===== src/rtl/psum_accumulator.sv =====
// Shift-accumulates per-column psums over a configurable number of passes and
// presents the finished row on valid/ready. Optional macro ACC_RELU_EN clamps negative lanes to 0.
module psum_accumulator #(
    parameter int unsigned ARRAY_SIZE = 8,
    parameter int unsigned PSUM_W     = 32,
    parameter int unsigned ACC_W      = 40,
    parameter int unsigned CNT_W      = 8
) (
    input  logic                         clk,
    input  logic                         rst,
    input  logic [CNT_W-1:0]             cfg_passes,
    input  logic [4:0]                   cfg_shift,
    input  logic                         in_valid,
    output logic                         in_ready,
    input  logic [ARRAY_SIZE*PSUM_W-1:0] psums,
    output logic                         out_valid,
    input  logic                         out_ready,
    output logic [ARRAY_SIZE*ACC_W-1:0]  out_data,
    output logic                         busy,
    output logic                         overflow
);

    localparam int unsigned EXT_W = ACC_W + 32;

    localparam logic [1:0] S_IDLE  = 2'd0;
    localparam logic [1:0] S_ACCUM = 2'd1;
    localparam logic [1:0] S_DRAIN = 2'd2;

    logic [1:0]             state_q, state_d;
    logic [CNT_W-1:0]       count_q, passes_q;
    logic [CNT_W-1:0]       passes_eff;
    logic [ACC_W-1:0]       acc_q  [ARRAY_SIZE];
    logic [ACC_W-1:0]       term_c [ARRAY_SIZE];
    logic [ACC_W-1:0]       sum_c  [ARRAY_SIZE];
    logic [ARRAY_SIZE-1:0]  shift_ovf, add_ovf;
    logic                   in_ready_q, out_valid_q, busy_q, overflow_q;

    assign passes_eff = (cfg_passes == '0) ? CNT_W'(1) : cfg_passes;

    // Per-lane term formation, shift-loss detection and wrapping add
    for (genvar i = 0; i < ARRAY_SIZE; i++) begin : g_lane
        logic signed [EXT_W-1:0] ext;
        logic signed [EXT_W-1:0] shifted;

        assign ext     = EXT_W'($signed(psums[i*PSUM_W +: PSUM_W]));
        assign shifted = ext <<< cfg_shift;
        assign term_c[i] = shifted[ACC_W-1:0];
        // Discarded high bits must all match the kept sign bit
        assign shift_ovf[i] = ~((&shifted[EXT_W-1:ACC_W-1]) | ~(|shifted[EXT_W-1:ACC_W-1]));
        assign sum_c[i]   = acc_q[i] + term_c[i];
        assign add_ovf[i] = (acc_q[i][ACC_W-1] == term_c[i][ACC_W-1]) &&
                            (sum_c[i][ACC_W-1] != acc_q[i][ACC_W-1]);

`ifdef ACC_RELU_EN
        assign out_data[i*ACC_W +: ACC_W] = acc_q[i][ACC_W-1] ? '0 : acc_q[i];
`else
        assign out_data[i*ACC_W +: ACC_W] = acc_q[i];
`endif
    end

    // State register
    always_ff @(posedge clk or negedge rst) begin
        if (!rst) state_q <= S_IDLE;
        else      state_q <= state_d;
    end

    // Next-state logic
    always_comb begin
        state_d = state_q;
        case (state_q)
            S_IDLE: begin
                if (in_valid) state_d = (passes_eff == CNT_W'(1)) ? S_DRAIN : S_ACCUM;
            end
            S_ACCUM: begin
                if (in_valid && (count_q + CNT_W'(1) == passes_q)) state_d = S_DRAIN;
            end
            S_DRAIN: begin
                if (out_ready) state_d = S_IDLE;
            end
            default: state_d = S_IDLE;
        endcase
    end

    // Accumulators, counters, sticky overflow and registered handshake outputs
    always_ff @(posedge clk or negedge rst) begin
        if (!rst) begin
            for (int i = 0; i < ARRAY_SIZE; i++) acc_q[i] <= '0;
            count_q     <= '0;
            passes_q    <= '0;
            overflow_q  <= 1'b0;
            in_ready_q  <= 1'b1;
            out_valid_q <= 1'b0;
            busy_q      <= 1'b0;
        end else begin
            case (state_q)
                S_IDLE: begin
                    if (in_valid) begin
                        for (int i = 0; i < ARRAY_SIZE; i++) acc_q[i] <= term_c[i];
                        count_q    <= CNT_W'(1);
                        passes_q   <= passes_eff;
                        overflow_q <= |shift_ovf;
                    end
                end
                S_ACCUM: begin
                    if (in_valid) begin
                        for (int i = 0; i < ARRAY_SIZE; i++) acc_q[i] <= sum_c[i];
                        count_q    <= count_q + CNT_W'(1);
                        overflow_q <= overflow_q | (|shift_ovf) | (|add_ovf);
                    end
                end
                S_DRAIN: begin
                    if (out_ready) begin
                        for (int i = 0; i < ARRAY_SIZE; i++) acc_q[i] <= '0;
                        count_q <= '0;
                    end
                end
                default: ;
            endcase
            in_ready_q  <= (state_d != S_DRAIN);
            out_valid_q <= (state_d == S_DRAIN);
            busy_q      <= (state_d != S_IDLE);
        end
    end

    assign in_ready  = in_ready_q;
    assign out_valid = out_valid_q;
    assign busy      = busy_q;
    assign overflow  = overflow_q;

endmodule


===== config.mk =====
export PLATFORM = sky130hd
export DESIGN_NAME = psum_accumulator
export DESIGN_NICKNAME = d
export VERILOG_FILES = /design/src/rtl/psum_accumulator.sv
export SDC_FILE = /design/constraint.sdc
export NUM_CORES = 2
export LEC_CHECK = 0
export ABC_AREA = 1
export BUFFER_PORTS_ARGS = -buffer_cell sky130_fd_sc_hd__buf_2
export CORE_ASPECT_RATIO = 2
export CORE_MARGIN = 3
export CORE_UTILIZATION = 45
export CTS_CLUSTER_DIAMETER = 40
export CTS_CLUSTER_SIZE = 16
export DETAILED_ROUTE_END_ITERATION = 6
export HOLD_SLACK_MARGIN = 0.02
export PLACE_DENSITY = 0.61
export RECOVER_POWER = 50
export SLEW_MARGIN = 10
export SYNTH_ARGS = -nofsm -noshare
export SYNTH_HDL_FRONTEND = slang
export SYNTH_SLANG_ARGS = --single-unit

===== constraint.sdc =====
create_clock -name clk -period 6.1 [get_ports clk]
set_clock_uncertainty 0.15 [all_clocks]
set_input_delay 0.305 -clock clk [delete_from_list [all_inputs] [get_ports clk]]
set_output_delay 0.305 -clock clk [all_outputs]
set_load 0.02 [all_outputs]

==> qor.log <==
qor: outcome.outcome finished, violations left
qor: outcome.failed_checks DRC, capacitance limit, slew limit
qor: sta.worst_slew_pin_slew 5.04 ns
qor: synthesis.post-synth-top-count-cell sky130_fd_sc_hd__nand2_1
qor: routing.drt_wl_total 279,000 um
qor: setup_path.critPathMaxStageDelay 0.91 ns
qor: clocking.cts_resizes 0
qor: min_path.hold_start in_valid
qor: routing.vias 69,600
qor: pwr.seqPwrFrac 0.169
qor: routing.post-route-drc-count 3
qor: synthesis.synth_async_sr_flop_share 1.00
qor: setup_path.ff2ff_path_depth 15
qor: floorplanning.io-pin-count 597
qor: synthesis.synth.lib_cells_used.distinct 59
qor: routing.routed_length_per_instance 24.7 um
qor: pwr.power.clock.fraction 0.155
qor: setup_path.critical_path.reg2reg.endpoint out_data[112]$_DFFE_PN0P_
qor: pwr.p_switching 16.5 mW
qor: setup_path.critical_path.reg2reg.startpoint out_data[80]$_DFFE_PN0P_
qor: sta.worst_slack 1.06 ns
qor: sta.layout_min_cycle_time 5.04 ns
qor: clocking.worstSkewPairLatency 0.72 ns
qor: pwr.power_density 478 nW/um^2
qor: grt.globalRoute.totalOverflow 0
qor: setup_path.critical_path_class primary input to flop
qor: clocking.clock_sink_count 342
qor: synthesis.edff_count_synth 0
qor: sta.finalHoldViolations 0
qor: setup_path.critPathSlowestCell sky130_fd_sc_hd__nor3_1
qor: setup_path.worstSetupStartpointType primary input
qor: grt.grt_antenna_before_repair 99
qor: clocking.ctsHoldBuffers 13
qor: floorplanning.fp.coreArea 114,000 um^2
qor: placement.post-place-ws 0.758 ns
qor: sta.relative_slew_slack -2.36
qor: final_layout.fillCellCount 12,400
qor: grt.grt_max_degree 154
qor: setup_path.cp.buffers_inverters 5
qor: sta.timing.hold.ws 0.0496 ns
qor: placement.numPortBuffers 596
qor: sta.slew_viol_final 78
qor: floorplanning.initial_standard_cell_utilization_of_the_core 0.455
qor: sta.rsz0062_at_grt false
qor: synthesis.syn-instance-count 9,297
qor: pwr.power_report.internal_total 11.6 mW
qor: sta.timing.final.setup_violations 0
qor: sta.setup_total_negative_slack 0 ns
qor: min_path.hold-path-cell-count 3
qor: synthesis.synth.ff_latch_count 342
qor: pwr.ir_drop 839 uV
qor: floorplanning.floorplan.die.height 486 um
qor: clocking.tritoncts done
qor: synthesis.synth.avg_cell_area 5.58 um^2
qor: sta.fin_crit_sh 0.825
qor: min_path.min_delay_worst_endpoint passes_q[1]$_DFFE_PN0P_
qor: synthesis.netlist_area 51,900 um^2
qor: final_layout.fraction_of_layout_instances_using_a_drive_strength_above_1 0.0828
qor: final_layout.finish.net_count 10,200
qor: floorplanning.row_count 175
qor: synthesis.synth_common_cells sky130_fd_sc_hd__nand2_1, sky130_fd_sc_hd__nand3_1, sky130_fd_sc_hd__nor2_1
qor: clocking.cts.clk_slew.worst_paths 0.05 ns
qor: grt.groute.usage.overall 0.447
qor: setup_path.cp_arrival 5.46 ns
qor: setup_path.crit_path_frequent_cell sky130_fd_sc_hd__nand2_1
qor: synthesis.synth_top_cells_by_area sky130_fd_sc_hd__nand2_1, sky130_fd_sc_hd__dfrtp_1, sky130_fd_sc_hd__nand3_1
qor: pwr.power.leakage 29.1 nW
qor: final_layout.fin_util 0.515
qor: routing.drt-initial-drc-count 7,048
qor: grt.first_pass_grt_wire_length 406,000 um
qor: setup_path.r2r_slack 2.30 ns
qor: grt.first_global_vias 65,800
qor: placement.final_estimated_routing_congestion_in_global_placement 1.09
qor: synthesis.syn_nets 9,895
qor: synthesis.yosysWarningCount 0
qor: final_layout.areaGrowthSynthToFinish 13.2%
qor: setup_path.cp_data_required_time 6.52 ns
qor: synthesis.sequential_to_total_area_share_from_yosys_stat 0.165
qor: clocking.cts.repair_timing.setup_buffer_count 0
qor: floorplanning.design.die.area 120,000 um^2
qor: pwr.comb_power_share 0.676
qor: setup_path.critPathTopFamily simple AND/OR/NAND/NOR gates
qor: clocking.cts_inserted_buffers 70
qor: sta.max_clock_freq 199 MHz
qor: synthesis.primary_ff_master_synth sky130_fd_sc_hd__dfrtp_1
qor: routing.first_pass_iters 7
qor: run.max_cap_viol_count 1
qor: setup_path.cp-end-kind flop
qor: clocking.clock-root-buffer sky130_fd_sc_hd__clkbuf_16
qor: floorplanning.die_w 246 um
qor: placement.detailed_place_hpwl 219,000 um
qor: synthesis.yosys.area.top_type sky130_fd_sc_hd__nand2_1
qor: pwr.power.share.switching 0.587
qor: routing.ant_nets 0
qor: clocking.clock_tree.htree_level_count 3
qor: synthesis.synth_largest_type_area_fraction 0.186
qor: setup_path.worst-path-max-fanout 60
qor: min_path.hp-class primary input to flop
qor: clocking.clockBufferDepth 3
qor: routing.drt-vias-per-instance 6.17
## worst register-to-register path, stage by stage, from the launching register on
cell	delay, ns
sky130_fd_sc_hd__dfrtp_1	0.45
sky130_fd_sc_hd__ha_1	0.30
sky130_fd_sc_hd__fa_1	0.57
sky130_fd_sc_hd__nand2_1	0.12
sky130_fd_sc_hd__nand2_1	0.05
sky130_fd_sc_hd__o21ai_0	0.10
sky130_fd_sc_hd__inv_1	0.11
sky130_fd_sc_hd__a21oi_1	0.32
sky130_fd_sc_hd__inv_1	0.16
sky130_fd_sc_hd__a21oi_1	0.33
sky130_fd_sc_hd__o21ai_0	0.31
sky130_fd_sc_hd__nand2_1	0.14
sky130_fd_sc_hd__nand3_1	0.10
sky130_fd_sc_hd__a21oi_1	0.14
sky130_fd_sc_hd__o21ai_0	0.11
sky130_fd_sc_hd__a31oi_1	0.23
## kinds of logic after synthesis
kind of cell,count (synthesis),share of synthesized area
fa+ha+maj,325,0.0795
flops,342,0.165
mux,47,0.00914
xor+xnor,18,0.00304
compound gates,2201,0.232
buf+inv,1112,0.0880
simple gates,5252,0.423
## routing by layer
layer  vias to the layer above  wire, um  global-route usage
met5                         -       225                   0
met4                        34     24900               0.343
met3                      1165     31700               0.152
met2                      3901    127000               0.731
met1                     32000     94500               0.470
li1                      32400         -                   -
## worst max path at each step
stage                 start                        end  slack (ns)  cells past startpoint
4_1_cts        cfg_shift[3]       overflow$_DFFE_PN0P_        1.39                     24
3_3_place_gp   cfg_shift[0]       overflow$_DFFE_PN0P_        0.73                     28
2_1_floorplan  cfg_shift[4]  out_data[312]$_DFFE_PN0P_        2.05                     22
5_1_grt                 rst  out_data[279]$_DFFE_PN0P_        0.60                      2
3_5_place_dp   cfg_shift[0]       overflow$_DFFE_PN0P_        0.76                     27
6_report       cfg_shift[0]       overflow$_DFFE_PN0P_        1.06                     27
## through the flow
stage               power (mW)  area, um^2  cells
global placement          23.1       56000  11000
floorplan                 16.5       51900   9297
global route              29.8       58500  11200
CTS                       27.7       58700  11200
detailed placement        23.3       56000  11000
finish                    28.1       58700  11300
## power groups by stage
stage               logic (mW)  registers [mW]  clock network, mW
floorplan                 11.2            5.37                  0
CTS                       18.7            4.66               4.37
finish                    19.0            4.73               4.35
detailed placement        18.6            4.67                  0
global route              20.6            4.80               4.45
global placement          18.5            4.64                  0
## registers in the layout (all words and copies together), names as in the netlist
| name | flops |
|---|---|
| out_data | 320 |
| count_q | 8 |
| passes_q | 8 |
| state_q | 2 |
| busy | 1 |
| in_ready | 1 |
| out_valid | 1 |
| overflow | 1 |
## final cells by class
class                   instances  area (um^2)  area share
well taps                    1504         1880      0.0321
flip-flops and latches        342         8560       0.146
diodes                         91          228     0.00388
multi-input cells            7843        38800       0.660
inverters                     645         2470      0.0422
clock buffers                  85         1930      0.0329
clock inverters                44          622      0.0106
repair buffers                725         4240      0.0722
## cells in the final DEF (no fill, tap or decap), types with 11 or more instances in the layout
cell / n
sky130_fd_sc_hd__clkinv_2: 12
sky130_fd_sc_hd__buf_2: 432
sky130_fd_sc_hd__o21ai_1: 92
sky130_fd_sc_hd__xor2_1: 14
sky130_fd_sc_hd__a31o_2: 19
sky130_fd_sc_hd__nor3_1: 87
sky130_fd_sc_hd__o311ai_0: 24
sky130_fd_sc_hd__o221ai_1: 16
sky130_fd_sc_hd__o21ai_0: 710
sky130_fd_sc_hd__o31ai_1: 12
sky130_fd_sc_hd__buf_12: 32
sky130_fd_sc_hd__nor4_1: 12
sky130_fd_sc_hd__a21boi_0: 12
sky130_fd_sc_hd__ha_1: 317
sky130_fd_sc_hd__mux2i_1: 44
sky130_fd_sc_hd__a21oi_1: 960
sky130_fd_sc_hd__a21o_1: 74
sky130_fd_sc_hd__a31oi_1: 150
sky130_fd_sc_hd__buf_4: 83
sky130_fd_sc_hd__clkbuf_16: 71
sky130_fd_sc_hd__clkbuf_8: 12
sky130_fd_sc_hd__nand2_1: 2568
sky130_fd_sc_hd__o21bai_1: 21
sky130_fd_sc_hd__nand3_1: 1347
sky130_fd_sc_hd__nor2_1: 1078
sky130_fd_sc_hd__nand3b_1: 14
sky130_fd_sc_hd__inv_1: 631
sky130_fd_sc_hd__or2_2: 81
sky130_fd_sc_hd__dfrtp_1: 341
sky130_fd_sc_hd__and3_1: 11
sky130_fd_sc_hd__o211ai_1: 44
sky130_fd_sc_hd__clkbuf_1: 163
sky130_fd_sc_hd__o21a_1: 18
sky130_fd_sc_hd__diode_2: 91
sky130_fd_sc_hd__nand4_1: 38
sky130_fd_sc_hd__dlygate4sd3_1: 13
(Power assumes the default switching activity.)
